## config.mk

```make
export PLATFORM = sky130hd
export DESIGN_NAME = cordic_cosine
export DESIGN_NICKNAME = d
export VERILOG_FILES = /design/src/rtl/cordic_pkg.sv /design/src/rtl/cordic_fix_to_float.sv /design/src/rtl/cordic_cosine.sv
export SDC_FILE = /design/constraint.sdc
export NUM_CORES = 1
export LEC_CHECK = 0
export CORE_MARGIN = 4
export CORE_UTILIZATION = 60
export CTS_CLUSTER_SIZE = 10
export DETAILED_ROUTE_END_ITERATION = 10
export HOLD_SLACK_MARGIN = 0.12
export PLACE_DENSITY = 0.78
export SLEW_MARGIN = 10
export SYNTH_ARGS = -nofsm -noshare
export SYNTH_HDL_FRONTEND = slang
export SYNTH_SLANG_ARGS = --single-unit
```

## constraint.sdc

```tcl
create_clock -name clk -period 6.5 [get_ports clk]
set_clock_uncertainty 0.15 [all_clocks]
set_input_delay 1.625 -clock clk [delete_from_list [all_inputs] [get_ports clk]]
set_output_delay 1.625 -clock clk [all_outputs]
set_load 0.005 [all_outputs]
```

## src/rtl/cordic_pkg.sv

```systemverilog
// Shared constants and types for the CORDIC cosine coprocessor.
// Optional sine output is enabled with CORDIC_SINE_OUT_EN.
package cordic_pkg;

  localparam int FIX_W  = 32;
  localparam int FRAC_W = 30;
  localparam int EXP_W  = 8;
  localparam int MANT_W = 23;
  localparam int BIAS   = 127;

  // CORDIC gain compensation, 0.6072529350 in Q2.30
  localparam logic signed [FIX_W-1:0] K = 32'sh26DD3B6A;

  // round(atan(2^-i) * 2^30)
  localparam logic [FIX_W-1:0] ATAN [30] = '{
    32'h3243F6A9, 32'h1DAC6705, 32'h0FADBAFD, 32'h07F56EA7,
    32'h03FEAB77, 32'h01FFD55C, 32'h00FFFAAB, 32'h007FFF55,
    32'h003FFFEB, 32'h001FFFFD, 32'h00100000, 32'h00080000,
    32'h00040000, 32'h00020000, 32'h00010000, 32'h00008000,
    32'h00004000, 32'h00002000, 32'h00001000, 32'h00000800,
    32'h00000400, 32'h00000200, 32'h00000100, 32'h00000080,
    32'h00000040, 32'h00000020, 32'h00000010, 32'h00000008,
    32'h00000004, 32'h00000002
  };

  typedef enum logic [1:0] {
    IDLE,
    CONV,
    ITER,
    PACK
  } state_e;

endpackage

```

## src/rtl/cordic_fix_to_float.sv

```systemverilog
// Q2.30 fixed-point to IEEE-754 single: leading-one detect and pack.
// Used for cosine, and for sine when CORDIC_SINE_OUT_EN is defined.
module cordic_fix_to_float
  import cordic_pkg::*;
#(
  parameter bit SIGNED_IN = 1'b0
) (
  input  logic signed [FIX_W-1:0] fix_i,
  output logic [31:0]             flt_o
);

  logic                 sgn;
  logic [FIX_W-2:0]     mag;
  logic [4:0]           lead;
  logic [EXP_W-1:0]     exp_f;
  logic [MANT_W-1:0]    man_f;
  logic                 is_zero;

  // Split sign/magnitude, find leading one, truncate the mantissa
  always_comb begin
    sgn     = 1'b0;
    mag     = fix_i[FIX_W-2:0];
    lead    = '0;
    is_zero = 1'b0;
    if (SIGNED_IN) begin
      is_zero = (fix_i == '0);
      if (fix_i[FIX_W-1]) begin
        sgn = 1'b1;
        mag = 31'(-fix_i);
      end
    end else begin
      is_zero = (fix_i <= 0);
    end
    for (int i = 0; i < FIX_W - 1; i++) begin
      if (mag[i]) lead = 5'(i);
    end
    exp_f = 8'(lead) + 8'(BIAS - FRAC_W);
    man_f = 23'({mag, 23'b0} >> lead);
    flt_o = is_zero ? 32'h0 : {sgn, exp_f, man_f};
  end

endmodule

```

## src/rtl/cordic_cosine.sv

```systemverilog
// Start/done CORDIC coprocessor computing cos(angle) on IEEE-754 singles.
// Define CORDIC_SINE_OUT_EN to add the sine output port.
module cordic_cosine
  import cordic_pkg::*;
#(
  parameter int ITERATIONS = 24
) (
  input  logic        clk,
  input  logic        reset,
  input  logic        start,
  input  logic [31:0] angle,
  output logic        done,
  output logic        busy,
`ifdef CORDIC_SINE_OUT_EN
  output logic [31:0] sine,
`endif
  output logic [31:0] result
);

  state_e                  state_q;
  logic [4:0]              cnt_q;
  logic [30:0]             ang_q;
  logic signed [FIX_W-1:0] x_q, y_q, z_q;
  logic signed [FIX_W-1:0] x_d, y_d, z_d;
  logic [31:0]             result_q;
  logic                    done_q;
  logic                    busy_q;

  logic [EXP_W-1:0]        a_exp;
  logic [MANT_W-1:0]       a_man;
  logic [30:0]             z0;
  logic [31:0]             cos_f;

  assign a_exp = ang_q[30:23];
  assign a_man = ang_q[22:0];

  // Float magnitude to Q2.30; cosine is even, so the rotation
  // always runs on |angle| and +a / -a give bit-identical results
  always_comb begin
    z0 = '0;
    if (a_exp >= 8'd127) begin
      z0 = 31'h40000000;
    end else if (a_exp >= 8'd97) begin
      z0 = {1'b1, a_man, 7'b0} >> (8'd127 - a_exp);
    end
  end

  // One CORDIC micro-rotation at step cnt_q
  always_comb begin
    logic signed [FIX_W-1:0] sx, sy, at;
    sx  = x_q >>> cnt_q;
    sy  = y_q >>> cnt_q;
    at  = signed'(ATAN[cnt_q]);
    x_d = x_q;
    y_d = y_q;
    z_d = z_q;
    if (!z_q[FIX_W-1]) begin
      x_d = x_q - sy;
      y_d = y_q + sx;
      z_d = z_q - at;
    end else begin
      x_d = x_q + sy;
      y_d = y_q - sx;
      z_d = z_q + at;
    end
  end

  cordic_fix_to_float #(
    .SIGNED_IN(1'b0)
  ) u_cos (
    .fix_i(x_q),
    .flt_o(cos_f)
  );

`ifdef CORDIC_SINE_OUT_EN
  logic                    sgn_q;
  logic [31:0]             sine_q;
  logic [31:0]             sin_f;
  logic signed [FIX_W-1:0] y_fin;

  assign y_fin = sgn_q ? -y_q : y_q;

  cordic_fix_to_float #(
    .SIGNED_IN(1'b1)
  ) u_sin (
    .fix_i(y_fin),
    .flt_o(sin_f)
  );

  assign sine = sine_q;
`endif

  // Control FSM with datapath registers and registered outputs
  always_ff @(posedge clk) begin
    if (reset) begin
      state_q  <= IDLE;
      cnt_q    <= '0;
      ang_q    <= '0;
      x_q      <= '0;
      y_q      <= '0;
      z_q      <= '0;
      result_q <= '0;
      done_q   <= 1'b0;
      busy_q   <= 1'b0;
`ifdef CORDIC_SINE_OUT_EN
      sgn_q    <= 1'b0;
      sine_q   <= '0;
`endif
    end else begin
      done_q <= 1'b0;
      unique case (state_q)
        IDLE: begin
          if (start) begin
            ang_q   <= angle[30:0];
            busy_q  <= 1'b1;
            state_q <= CONV;
`ifdef CORDIC_SINE_OUT_EN
            sgn_q   <= angle[31];
`endif
          end
        end
        CONV: begin
          x_q     <= K;
          y_q     <= '0;
          z_q     <= {1'b0, z0};
          cnt_q   <= '0;
          state_q <= ITER;
        end
        ITER: begin
          x_q   <= x_d;
          y_q   <= y_d;
          z_q   <= z_d;
          cnt_q <= cnt_q + 5'd1;
          if (cnt_q == 5'(ITERATIONS - 1)) state_q <= PACK;
        end
        PACK: begin
          result_q <= cos_f;
          done_q   <= 1'b1;
          busy_q   <= 1'b0;
          state_q  <= IDLE;
`ifdef CORDIC_SINE_OUT_EN
          sine_q   <= sin_f;
`endif
        end
      endcase
    end
  end

  assign done   = done_q;
  assign busy   = busy_q;
  assign result = result_q;

endmodule

```

Yosys cells after proc, flatten, opt, wreduce, memory -nomap -nowiden
Memory sizes are Yosys's and may differ from the RTL's.
Index checks and enable logic that the tools add are counted.
- memory bits (read-only): 1024
- output and inout bits: 34
- memories: 1
- register bits: 168
- word-level logic and storage cells: 88
- memory list (memory ; depth ; bits a word ; read ports ; clocked after memory_dff ; write ports ; RTL line ; source):
    (name not given) ; 32 ; 32 ; 1 ; 0 ; 0 ; cordic_cosine.sv:53 ; at = signed'(ATAN[cnt_q]);
- order comparisons: 4
- reductions and logical operators: 6
- equality and inequality tests: 6
- muxes and demuxes: 48
- bitwise logic cells: 1
- shift-type cells: 4
- add/subtract/negate cells: 9
- operator list (kind ; count):
    32-bit case mux with 2 select lines ; 3
    32-bit 2-to-1 mux ; 5
    32-bit adder ; 3
    32-bit subtractor ; 3
    31-bit 2-to-1 mux ; 3
    5-bit 2-to-1 mux ; 15
    32-bit by 5-bit >>> shifter with 32-bit output ; 2
    54-bit by 5-bit right shift with 23-bit output ; 1
    32-bit by 1-bit less-or-equal comparator with 1-bit output, second input constant ; 1
    4-bit 2-to-1 mux ; 8
    31-bit by 8-bit right shift with 31-bit output ; 1
    8-bit by 7-bit greater-or-equal comparator with 1-bit output, second input constant ; 2
    3-bit 2-to-1 mux ; 4
    5-bit case mux with 2 select lines ; 1
    5-bit by 7-bit adder with 8-bit output, second input constant ; 1
    2-bit 2-to-1 mux ; 4
    2-bit case mux with 4 select lines ; 1
    7-bit by 8-bit subtractor with 8-bit output, first input constant ; 1
    6-bit greater-or-equal comparator, second input constant ; 1
    5-bit inverter with 6-bit output ; 1
    2-bit AND reduction ; 3
    5-bit by 1-bit adder with 5-bit output, second input constant ; 1
    5-bit equality test, second input constant ; 1
    2-bit equality test, second input constant ; 2
    6 further kinds ; 10

Depth between registers and ports, before layout
- depth in word-level cells: 32
- gate-level depth with buffers: 29

Modules after synthesis
A second synthesis with hierarchy kept.
- cell total of the unflattened synthesis: 2702
- area, all modules: 21192.8 um^2
- by module, submodules not included (module ; area each (um^2) ; times used ; cells an instance ; seq. area each (um^2)):
    cordic_cosine ; 18540.3 ; 1 ; 2319 ; 3363.2
    cordic_fix_to_float ; 2652.5 ; 1 ; 383 ; 0.0

Worst setup path after synthesis
Ideal clock, no wire load.
- kind: register to register
- start: register cnt_q[0]
- end: register x_q[30]
- path buffers: 2
- arrival time: 5.655 ns
- cell stages (with the launch flop): 23
- library setup time: 0.117 ns
- required time: 6.233 ns
- slack: 0.577 ns
- path through: dfxtp_1 -> buf_6 -> buf_4 -> mux4_2 -> o22ai_1 -> nor2_1 -> a211oi_1 -> or3b_2 -> nor2_1 -> nand2_1 -> nor3_1 -> a31oi_1 -> xnor2_1 -> ha_1 -> a21o_1 -> a21o_1 -> a2111o_1 -> a21oi_1 -> nor3_1 -> o41a_1 -> o211a_1 -> or3_1 -> a32o_1
- longest elaborated chain between the ends: 4
- elaborated cells between the ends (all ways): 5
- those cells by class: 2 x add/sub; 1 x shift; 2 x mux
- RTL lines (what ; RTL line ; source):
    start, declared ; cordic_cosine.sv:21 ; logic [4:0] cnt_q;
    start signal, assigned ; cordic_cosine.sv:133 ; cnt_q <= cnt_q + 5'd1;
    32-bit by 5-bit >>> shifter with 32-bit output * ; cordic_cosine.sv:52 ; sy = y_q >>> cnt_q;
    32-bit subtractor / 32-bit adder (equally long branches) ; cordic_cosine.sv:58, cordic_cosine.sv:62 ;
    32-bit 2-to-1 mux * ; cordic_cosine.sv:57 ; if (!z_q[FIX_W-1]) begin
    32-bit case mux with 2 select lines * ; cordic_cosine.sv:111 ; unique case (state_q)
    end signal, assigned ; cordic_cosine.sv:99 ; x_q <= '0;
    end signal, assigned ; cordic_cosine.sv:123 ; x_q <= K;
    end signal, assigned ; cordic_cosine.sv:130 ; x_q <= x_d;
    end, declared ; cordic_cosine.sv:23 ; logic signed [FIX_W-1:0] x_q, y_q, z_q;
Every way passes the cells marked *; elsewhere a longest branch is shown, timed or not.
A chain may end at the register's enable or synchronous reset.

Final worst setup path
- start: register cnt_q[0]
- end: register x_q[31]
Same word-level chain as after synthesis.

==> results.tsv <==
metric	value	unit
yosys_register_bits	167	
syn-num-nets	2864	
post-place-ws	0.0700	ns
irDropWorstVdd	0.340	mV
synth_seq_area_share	15.4	%
crit_path_start	cnt_q[0]	
startpoint_type	flip-flop	
syn_inst	2718	
post-route-min-period	6.32	ns
async_flop_share	0	%
root_buffer	clkbuf_16	
drt-total-wl	80.4	mm
via_count	23000	
crit_path_end_kind	flip-flop	
synth_top_area_share	15.4	%
worstSkewPairLatency	0.48	ns
grt.total_usage	39.8	%
synth.distinct_cells	102	
viasPerCell	7.10	
dpl.hpwl	60.1	mm
hold_viol_final	0	
wire_per_inst	24.8	um
cts_made_buffers	17	
drv_slew	0	
drt_first_pass_iters	6	
die_h	198	um
drt_first_iter_violations	3049	
drive_above_1_share	15.9	%
total_power	11.4	mW
synth_xor_area_share	6.55	%
diodes	0	
fin_ws	0.177	ns
grt_pass1_wl	124	mm
final_cell_mix	nor2_1, nand2_1, a21oi_1	
fin_crit_sh	97.3	%
tightestPinTransition	1.11	ns
antenna_found_initial	0	
clock_sinks	167	
p_leak	9.49	nW
cts_hold_buf	0	
min_from	result[30]	
ys_warn_count	0	
synth_fa_ha_area_share	6.51	%
crit_type	reg -> reg	
io_buffers	66	
yosys.area.top_type	dfxtp_1	
synthMuxAreaShare	19.5	%
drtAntennaViolNets	0	
fin_util	67.3	%
syn_area	21700	um^2
syn_to_final_growth	10.5	%
gp_congestion	1.03	
synth_edf_count	0	
p_per_area	476	nW/um^2
hold-worst-slack	0.319	ns
cp_max_fo	18	
finalInstanceArea	23900	um^2
fp-row-count	69	
dpl_cell_area	23200	um^2
synth-simple-area-share	18.6	%
dieArea	39200	um^2
synthFlopType	dfxtp_1	
setup_tns	0	ns
synth.area.top_cells	dfxtp_1, mux4_2, ha_1	
grt_max_degree	60	
cts_buffer_depth	2	
synth_top_family_by_area	compound AO/OA/AOI/OAI gates	
fmax	0.158	GHz
placedCellCount	3204	
syn_area_per_cell	7.97	um^2
min_path_type	reg -> reg	
slew_headroom	25.1	%
status	finished clean	
ios	69	
worstPathArrival	6.57	ns
final_cells	3240	
rr_startpoint	cnt_q[0]	
core_area	35600	um^2
grt_overflow	0	
final_nets	2913	
cts_tree	built	
cts.clk_slew.worst_paths	0.08	ns
die_w	198	um
required	6.75	ns
synth-compound-area-share	26.9	%
cap_violations	0	
setup_viol_count_final	0	
final_common_cell	nor2_1	
htreeDepth	4	
grt_pass1_vias	21900	
drc	0	
start_util	60.9	%
## metal layers
metal	track usage, %	part of all wire, %	wire length [um]
met5	0	0	0
met4	22.6	7.1	5730
met3	6.87	9.6	7690
met2	63.7	45	36000
met1	50.7	39	31000
## kinds of logic after synthesis
group / count (synthesis)
buf+inv: 282
mux: 280
flops: 167
fa+ha+maj: 111
simple gates: 850
compound gates: 865
xor+xnor: 162
other cells: 1
## what timing repair did
action / 4_1_cts / 5_1_grt
gates resized for setup: 0 / 28
buffers inserted: 0 / 4
setup endpoints to repair: 0 / 21
## worst paths after layout
check	to	slack (ns)	depth (start not counted)
setup / recovery	x_q[31]	0.18	22
hold / removal	result[30]	0.32	1
setup reg to reg	x_q[31]	0.18	22
hold reg to reg	result[30]	0.32	1
## worst max-delay path, cell delays in order (launching register included)
cell and delay [ns]:
dfxtp_4 0.41, buf_12 0.19, mux4_2 0.59, a211o_1 0.40, a32o_1 0.32, a211oi_4 0.34, buf_4 0.17, nand3_2 0.14
o21ai_0 0.25, xnor2_1 0.20, ha_1 0.36, or2_2 0.31, a2111oi_1 0.42, buf_4 0.18, o21ai_1 0.12, a2111oi_2 0.45
buf_4 0.18, o31ai_1 0.10, o41ai_1 0.26, buf_4 0.17, a221oi_1 0.05, o32a_1 0.34, mux2i_1 0.13
## registers in the layout (all words and copies together) (netlist names)
signal / cells
x_q: 32
y_q: 32
z_q: 32
ang_q: 31
result: 31
cnt_q: 5
state_q: 2
busy: 1
done: 1
## cell usage after synthesis, drive strengths merged (13+ instances only)
cell type  number
o22ai          33
ha            108
xor2           70
and2           23
o211ai         17
clkbuf        139
inv            61
a211oi         48
nand2         255
nand3          57
nand4          14
o21a           27
nor2          265
a21oi         216
mux4          104
a221oi         24
o31ai          13
nor2b          22
or2            18
o21bai         21
a31oi          52
dfxtp         167
a21o           49
a22o           16
mux2           56
xnor2          92
mux2i         120
buf            78
nor3           53
nor4           19
o21ai         141
and3           27
nand2b         27
a22oi          48
or3            28
## report_power, final
group | internal (mW) | total (mW) | leakage [nW] | switching, mW
clock network | 0.545 | 1.10 | 0.289 | 0.552
logic | 3.63 | 8.83 | 7.84 | 5.20
registers | 1.21 | 1.47 | 1.37 | 0.262
total | 5.39 | 11.4 | 9.49 | 6.01
## area by class of cell
cell class                      instances  area (um^2)
Fill cell                            3042        11600
Sequential cell                       167         3360
Multi-Input combinational cell       2269        17000
Inverter                               65          248
Clock inverter                         14          154
Clock buffer                           17          425
Tap cell                              461          577
Timing Repair Buffer                  247         2130
No activity file was read; power rests on OpenSTA's default activity.
